File: config.mk
export PLATFORM = sky130hd
export DESIGN_NAME = mem_access_unit
export DESIGN_NICKNAME = d
export VERILOG_FILES = /design/src/rtl/mau_pkg.sv /design/src/rtl/mau_lane_align.sv /design/src/rtl/mem_access_unit.sv
export SDC_FILE = /design/constraint.sdc
export NUM_CORES = 1
export LEC_CHECK = 0
export ABC_AREA = 1
export CAP_MARGIN = 30
export CORE_MARGIN = 1.5
export CORE_UTILIZATION = 44
export CTS_BUF_LIST = sky130_fd_sc_hd__clkbuf_16
export DETAILED_ROUTE_END_ITERATION = 7
export PLACE_DENSITY = 0.81
export RECOVER_POWER = 25
export SYNTH_ARGS = -nofsm -noshare
export SYNTH_HDL_FRONTEND = slang
export SYNTH_SLANG_ARGS = --single-unit
File: constraint.sdc
create_clock -name clk -period 4.7 [get_ports clk]
set_clock_uncertainty 0.05 [all_clocks]
set_input_delay 0.47 -clock clk [delete_from_list [all_inputs] [get_ports clk]]
set_output_delay 0.47 -clock clk [all_outputs]
set_load 0.05 [all_outputs]
File: src/rtl/mau_pkg.sv
// mau_pkg: shared types and helpers for the memory-stage load/store engine.
package mau_pkg;

   localparam int unsigned XLEN = 32;

   // FSM state encoding
   typedef enum logic [1:0] {
      ST_IDLE = 2'd0,
      ST_BUSY = 2'd1,
      ST_DONE = 2'd2
   } mau_state_e;

   // funct3 access encodings
   localparam logic [2:0] F3_B  = 3'b000;
   localparam logic [2:0] F3_H  = 3'b001;
   localparam logic [2:0] F3_W  = 3'b010;
   localparam logic [2:0] F3_BU = 3'b100;
   localparam logic [2:0] F3_HU = 3'b101;

   // access size carried in funct3[1:0]
   localparam logic [1:0] SZ_B = 2'b00;
   localparam logic [1:0] SZ_H = 2'b01;

   // Byte enables from access size and the low address bits
   function automatic logic [3:0] be_from_size(input logic [2:0] f3, input logic [1:0] lo);
      case (f3[1:0])
         SZ_B:    return 4'b0001 << lo;
         SZ_H:    return lo[1] ? 4'b1100 : 4'b0011;
         default: return 4'b1111;
      endcase
   endfunction

   // Only the five defined access encodings are legal
   function automatic logic f3_legal(input logic [2:0] f3);
      return (f3 == F3_B) || (f3 == F3_H) || (f3 == F3_W) ||
             (f3 == F3_BU) || (f3 == F3_HU);
   endfunction

   // Half needs addr[0]=0, word needs addr[1:0]=0
   function automatic logic misaligned(input logic [2:0] f3, input logic [1:0] lo);
      case (f3[1:0])
         SZ_B:    return 1'b0;
         SZ_H:    return lo[0];
         default: return (lo != 2'b00);
      endcase
   endfunction

endpackage

File: src/rtl/mau_lane_align.sv
// mau_lane_align: combinational store-lane replication and load extraction/extension.
module mau_lane_align
   import mau_pkg::*;
(
   input  logic [2:0]      st_funct3_i,
   input  logic [1:0]      st_addr_lo_i,
   input  logic [XLEN-1:0] st_data_i,
   output logic [XLEN-1:0] st_wdata_o,
   output logic [3:0]      st_be_o,
   input  logic [2:0]      ld_funct3_i,
   input  logic [1:0]      ld_addr_lo_i,
   input  logic [XLEN-1:0] ld_rdata_i,
   output logic [XLEN-1:0] ld_data_o
);

   logic [7:0]  byte_v;
   logic [15:0] half_v;

   // Store direction: replicate the datum over every lane it may land in
   always_comb begin
      st_be_o    = be_from_size(st_funct3_i, st_addr_lo_i);
      st_wdata_o = st_data_i;
      case (st_funct3_i[1:0])
         SZ_B:    st_wdata_o = {4{st_data_i[7:0]}};
         SZ_H:    st_wdata_o = {2{st_data_i[15:0]}};
         default: st_wdata_o = st_data_i;
      endcase
   end

   // Load direction: pick the addressed lane, then sign- or zero-extend
   always_comb begin
      byte_v = ld_rdata_i[7:0];
      case (ld_addr_lo_i)
         2'd0:    byte_v = ld_rdata_i[7:0];
         2'd1:    byte_v = ld_rdata_i[15:8];
         2'd2:    byte_v = ld_rdata_i[23:16];
         default: byte_v = ld_rdata_i[31:24];
      endcase
      half_v = ld_addr_lo_i[1] ? ld_rdata_i[31:16] : ld_rdata_i[15:0];
      case (ld_funct3_i)
         F3_B:    ld_data_o = {{24{byte_v[7]}}, byte_v};
         F3_BU:   ld_data_o = {24'd0, byte_v};
         F3_H:    ld_data_o = {{16{half_v[15]}}, half_v};
         F3_HU:   ld_data_o = {16'd0, half_v};
         F3_W:    ld_data_o = ld_rdata_i;
         default: ld_data_o = '0;
      endcase
   end

endmodule

File: src/rtl/mem_access_unit.sv
// mem_access_unit: MEM-stage load/store engine, one req/ack transaction per access.
// Optional feature: define MAU_MISALIGN_TRAP_EN to trap misaligned accesses
// (adds trap/trap_pc ports); otherwise misaligned accesses issue as-is.
module mem_access_unit
   import mau_pkg::*;
#(
   parameter int unsigned ACK_TIMEOUT = 255
) (
   input  logic            clk,
   input  logic            rst,
   input  logic [XLEN-1:0] mem_addr_in,
   input  logic [XLEN-1:0] store_data_in,
   input  logic [XLEN-1:0] pc_in,
   input  logic            mem_read,
   input  logic            mem_write,
   input  logic [2:0]      funct3,
   output logic            stall,
   output logic [XLEN-1:0] ld_data_out,
   output logic            bus_err,
   output logic            dm_req,
   output logic            dm_we,
   output logic [XLEN-1:0] dm_addr,
   output logic [XLEN-1:0] dm_wdata,
   output logic [3:0]      dm_be,
   input  logic [XLEN-1:0] dm_rdata,
   input  logic            dm_ack
`ifdef MAU_MISALIGN_TRAP_EN
   ,
   output logic            trap,
   output logic [XLEN-1:0] trap_pc
`endif
);

   localparam int unsigned CNT_W = (ACK_TIMEOUT < 2) ? 1 : $clog2(ACK_TIMEOUT + 1);

   mau_state_e      state_q;
   logic [CNT_W-1:0] cnt_q;
   logic [1:0]      lo_q;
   logic [2:0]      f3_q;
   logic            req_q, we_q, bus_err_q;
   logic [XLEN-1:0] addr_q, wdata_q, ld_q;
   logic [3:0]      be_q;
   logic [XLEN-1:0] wdata_d, ld_d;
   logic [3:0]      be_d;
   logic            op_c;

   assign op_c = mem_read | mem_write;

   mau_lane_align u_align (
      .st_funct3_i  (funct3),
      .st_addr_lo_i (mem_addr_in[1:0]),
      .st_data_i    (store_data_in),
      .st_wdata_o   (wdata_d),
      .st_be_o      (be_d),
      .ld_funct3_i  (f3_q),
      .ld_addr_lo_i (lo_q),
      .ld_rdata_i   (dm_rdata),
      .ld_data_o    (ld_d)
   );

`ifdef MAU_MISALIGN_TRAP_EN
   logic            trap_q;
   logic [XLEN-1:0] trap_pc_q;
   assign trap    = trap_q;
   assign trap_pc = trap_pc_q;
`else
   logic unused_pc;
   assign unused_pc = ^pc_in;
`endif

   // Access FSM with registered request fields, timeout counter and pulses
   always_ff @(posedge clk or posedge rst) begin
      if (rst) begin
         state_q   <= ST_IDLE;
         cnt_q     <= '0;
         lo_q      <= '0;
         f3_q      <= '0;
         req_q     <= 1'b0;
         we_q      <= 1'b0;
         bus_err_q <= 1'b0;
         addr_q    <= '0;
         wdata_q   <= '0;
         be_q      <= '0;
         ld_q      <= '0;
`ifdef MAU_MISALIGN_TRAP_EN
         trap_q    <= 1'b0;
         trap_pc_q <= '0;
`endif
      end else begin
         bus_err_q <= 1'b0;
`ifdef MAU_MISALIGN_TRAP_EN
         trap_q    <= 1'b0;
`endif
         case (state_q)
            ST_IDLE: begin
               if (op_c) begin
                  if (!f3_legal(funct3)) begin
                     state_q   <= ST_DONE;
                     bus_err_q <= 1'b1;
                     ld_q      <= '0;
                  end
`ifdef MAU_MISALIGN_TRAP_EN
                  else if (misaligned(funct3, mem_addr_in[1:0])) begin
                     state_q   <= ST_DONE;
                     trap_q    <= 1'b1;
                     trap_pc_q <= pc_in;
                     if (!mem_write) ld_q <= '0;
                  end
`endif
                  else begin
                     state_q <= ST_BUSY;
                     req_q   <= 1'b1;
                     we_q    <= mem_write;
                     addr_q  <= {mem_addr_in[XLEN-1:2], 2'b00};
                     wdata_q <= wdata_d;
                     be_q    <= be_d;
                     lo_q    <= mem_addr_in[1:0];
                     f3_q    <= funct3;
                     cnt_q   <= '0;
                  end
               end
            end
            ST_BUSY: begin
               if (dm_ack) begin
                  if (!we_q) ld_q <= ld_d;
                  req_q   <= 1'b0;
                  we_q    <= 1'b0;
                  state_q <= ST_DONE;
               end else if ((ACK_TIMEOUT != 0) && (cnt_q == CNT_W'(ACK_TIMEOUT - 1))) begin
                  req_q     <= 1'b0;
                  we_q      <= 1'b0;
                  bus_err_q <= 1'b1;
                  ld_q      <= '0;
                  state_q   <= ST_DONE;
               end else begin
                  cnt_q <= cnt_q + CNT_W'(1);
               end
            end
            ST_DONE: state_q <= ST_IDLE;
            default: state_q <= ST_IDLE;
         endcase
      end
   end

   // Freeze the pipeline from op detection until the transaction finishes
   assign stall = ((state_q == ST_IDLE) & op_c) | (state_q == ST_BUSY);

   assign dm_req      = req_q;
   assign dm_we       = we_q;
   assign dm_addr     = addr_q;
   assign dm_wdata    = wdata_q;
   assign dm_be       = be_q;
   assign ld_data_out = ld_q;
   assign bus_err     = bus_err_q;

endmodule

==> key figures <==
Outcome
  • Run status: finished, violations left
  • Failing checks: max-capacitance violations, max-slew violations

Route
  • Metal-1 WL: 7380 um
  • DR DRC count: 0
  • DR vias: 6,157
  • Total Wirelength: 18,100 um
  • Routed wl met3: 1690 um
  • Routed Antenna Nets: 0
  • Met2 WL: 8610 um
  • First drt pass iteration count: 5
  • Top sig layer: met4
  • Iter 0 DRT Violations: 410
  • Routed wire per std cell: 14.7 um
  • Via density per instance: 5.01

Pwr
  • Worst IR Drop VDD: 0.574 mV
  • Int Pwr: 0.00335 W
  • Design Power: 0.00665 W
  • Power Density: 756 mW/mm2
  • Sequential share of power: 25.7%
  • Logic pwr share: 55.2%
  • Clock power share: 19.1%
  • P_sw: 0.00330 W
  • Leak Pwr: 4.48 nW
  • Sw Ratio: 49.6%

Synthesis
  • Synth Cell Area: 0.00617 mm2
  • Asr flop ratio synth: 100%
  • EDFF count, synth: 0
  • Synth Area per Inst: 7.25 um2
  • Top post-synthesis cells by area: dfrtp_1 (47%), nand2_1 (21%), nand3_1 (7.4%)
  • Yosys warnings: 0
  • Cell variety after synth: 33
  • Top FF cell, synth: dfrtp_1
  • Post-synthesis sequential area ratio: 47.0%
  • Yosys top cell area share: 47.0%
  • Synth Register Bits: 116
  • Synth area leader: dfrtp_1
  • Mapped Cells: 851

Clock network
  • Clock root buffer master: clkbuf_16
  • Max Buffers Root-to-Sink: 2
  • Clock sinks: 116
  • Worst-path clk slew: 0.05 ns
  • Post-cts gate resize count: 0
  • H-tree Lvls: 4
  • Post-CTS Setup Bufs: 0
  • CTS tree: built
  • Post-CTS Hold Fix Bufs: 0
  • Num CTS Buffers: 17
  • Worst skew pair latency: 0.42 ns

Layout
  • Area added between synthesis and finish: 42.4%
  • Most frequent cells in the layout: nand2_1 (348), clkdlybuf4s50_1 (204), dfrtp_1 (116), nand3_1 (91), inv_1 (72)
  • Final nets: 1,174
  • Commonest non-fill, non-tap cell in the layout: nand2_1
  • Ant. Diodes: 0
  • Fill cell count: 1,195
  • Layout cells sized above 1: 5.92%

Placed design
  • Port Buffers: 205
  • Detail Placement HPWL: 12,500 um
  • GP Congestion: 0.871

Setup path
  • Startpoint Class: flop
  • Crit Path Max Fanout: 12
  • CP Cell Sequence: nor2_2 > inv_1 > nand2_1 > clkdlybuf4s50_1
  • CP Class: flop to primary output
  • Worst EP required: 4.18 ns
  • Highest-delay cell along the critical path: clkdlybuf4s50_1
  • WP data arrival: 2.39 ns
  • Critical Path End Type: primary output
  • Slowest stage delay, CP: 0.82 ns

Floorplan
  • Starting Density: 44.8%
  • Die width: 121 um
  • Die Y: 121 um
  • Site Rows: 43
  • Ports: 240
  • Core ar.: 0.0138 mm2
  • Die area: 0.0148 mm2

STA
  • RSZ-0062 raised after global routing: false
  • Least-Margin Pin Slew: 2.85 ns
  • Setup tns final: 0 ns
  • Crit path time final: 2.91 ns
  • Max transition margin: -91.0%
  • Final-report hold violation count: 0
  • Fmax: 344 MHz
  • Endpoints failing setup: 0
  • Final worst path period share: 61.9%
  • Worst hold slack: 0.426 ns
  • Final Slew Violations: 66

Worst hold path
  • Hold/Removal Path Class: flop to flop

Global route
  • Initial antenna violation count: 0
  • Global route overflow: 0
  • All-Layer GR Usage: 25.4%
  • Largest net degree at the start of global routing: 96
  • Vias in the first global route: 5,870
  • First-pass GRT wire length: 29,000 um

Job
  • Max-cap violation count: 1
## cell families after synthesis
family / Yosys count / share of synthesized area [%]
compound gates: 91 / 7.60
xor+xnor: 2 / 0.284
fa+ha+maj: 2 / 0.405
buf+inv: 121 / 9.06
flops: 116 / 47.0
other cells: 1 / 0.0607
simple gates: 518 / 35.6
## final timing paths
| path | startpoint | endpoint | slack (ns) | cells after the start |
|---|---|---|---|---|
| max | state_q[1] | stall | 1.79 | 4 |
| min | ld_data_out[20] | ld_data_out[20] | 0.43 | 2 |
| max reg2reg | lo_q[1] | ld_data_out[8] | 2.36 | 9 |
| min reg2reg | ld_data_out[20] | ld_data_out[20] | 0.43 | 2 |
| max in group asynchronous | rst | dm_wdata[6] | 1.94 | 3 |
| min in group asynchronous | rst | dm_addr[9] | 1.27 | 2 |
## cells in the mapped netlist, types with 3 or more instances
master	instances
o21ai_1	12
nor2_2	14
a21oi_1	34
nor2_1	48
inv_2	4
o21ai_0	39
dfrtp_1	116
nand2_1	349
buf_2	20
clkbuf_1	9
inv_1	71
buf_4	13
nand4_1	4
nor2_4	3
nand3_1	91
## sequential cells by signal, indices dropped and copies added, names as in the netlist
signal	flops
dm_req	1
f3_q	3
cnt_q	8
ld_data_out	32
bus_err	1
dm_we	1
dm_wdata	32
dm_addr	30
dm_be	4
state_q	2
lo_q	2
## area by class of cell
cell class / instances / area [um2] / area share, %
clock buffers: 17 / 425 / 4.84
clock inverters: 14 / 146 / 1.66
inverters: 76 / 287 / 3.26
multi-input cells: 615 / 2720 / 30.9
flip-flops and latches: 116 / 2900 / 33.0
well taps: 180 / 225 / 2.56
repair buffers: 210 / 2090 / 23.8
## power by group through the flow
stage	logic, W	clock network, W	registers, W
6_report	0.00367	0.00127	0.00171
3_5_place_dp	0.00367	0	0.00171
3_3_place_gp	0.00363	0	0.00170
5_1_grt	0.00394	0.00134	0.00176
4_1_cts	0.00368	0.00128	0.00171
2_1_floorplan	0.00141	0	0.00288
## per-stage QoR
stage	utilization (%)	std cells	worst slack, ns	area (um2)
floorplan	-	852	1.11	6180
global placement	59.7	1197	1.76	8220
detailed placement	59.7	1197	1.75	8220
CTS	63.9	1228	1.79	8790
global route	63.8	1228	1.47	8790
finish	63.8	1228	1.79	8790
## worst max-delay path: cells and delay by family (launching register included)
| kind | cells | cell delay (ns) |
|---|---|---|
| simple gates | 2 | 0.58 |
| buf+inv | 2 | 0.99 |
| flops | 1 | 0.41 |
## per-layer routing
| metal | vias up | track usage (%) |
|---|---|---|
| li1 | 3035 | - |
| met1 | 2837 | 30.5 |
| met2 | 255 | 41.5 |
| met3 | 30 | 9.40 |
| met4 | 0 | 9.71 |
| met5 | - | 0 |
(Power assumes the default switching activity.)
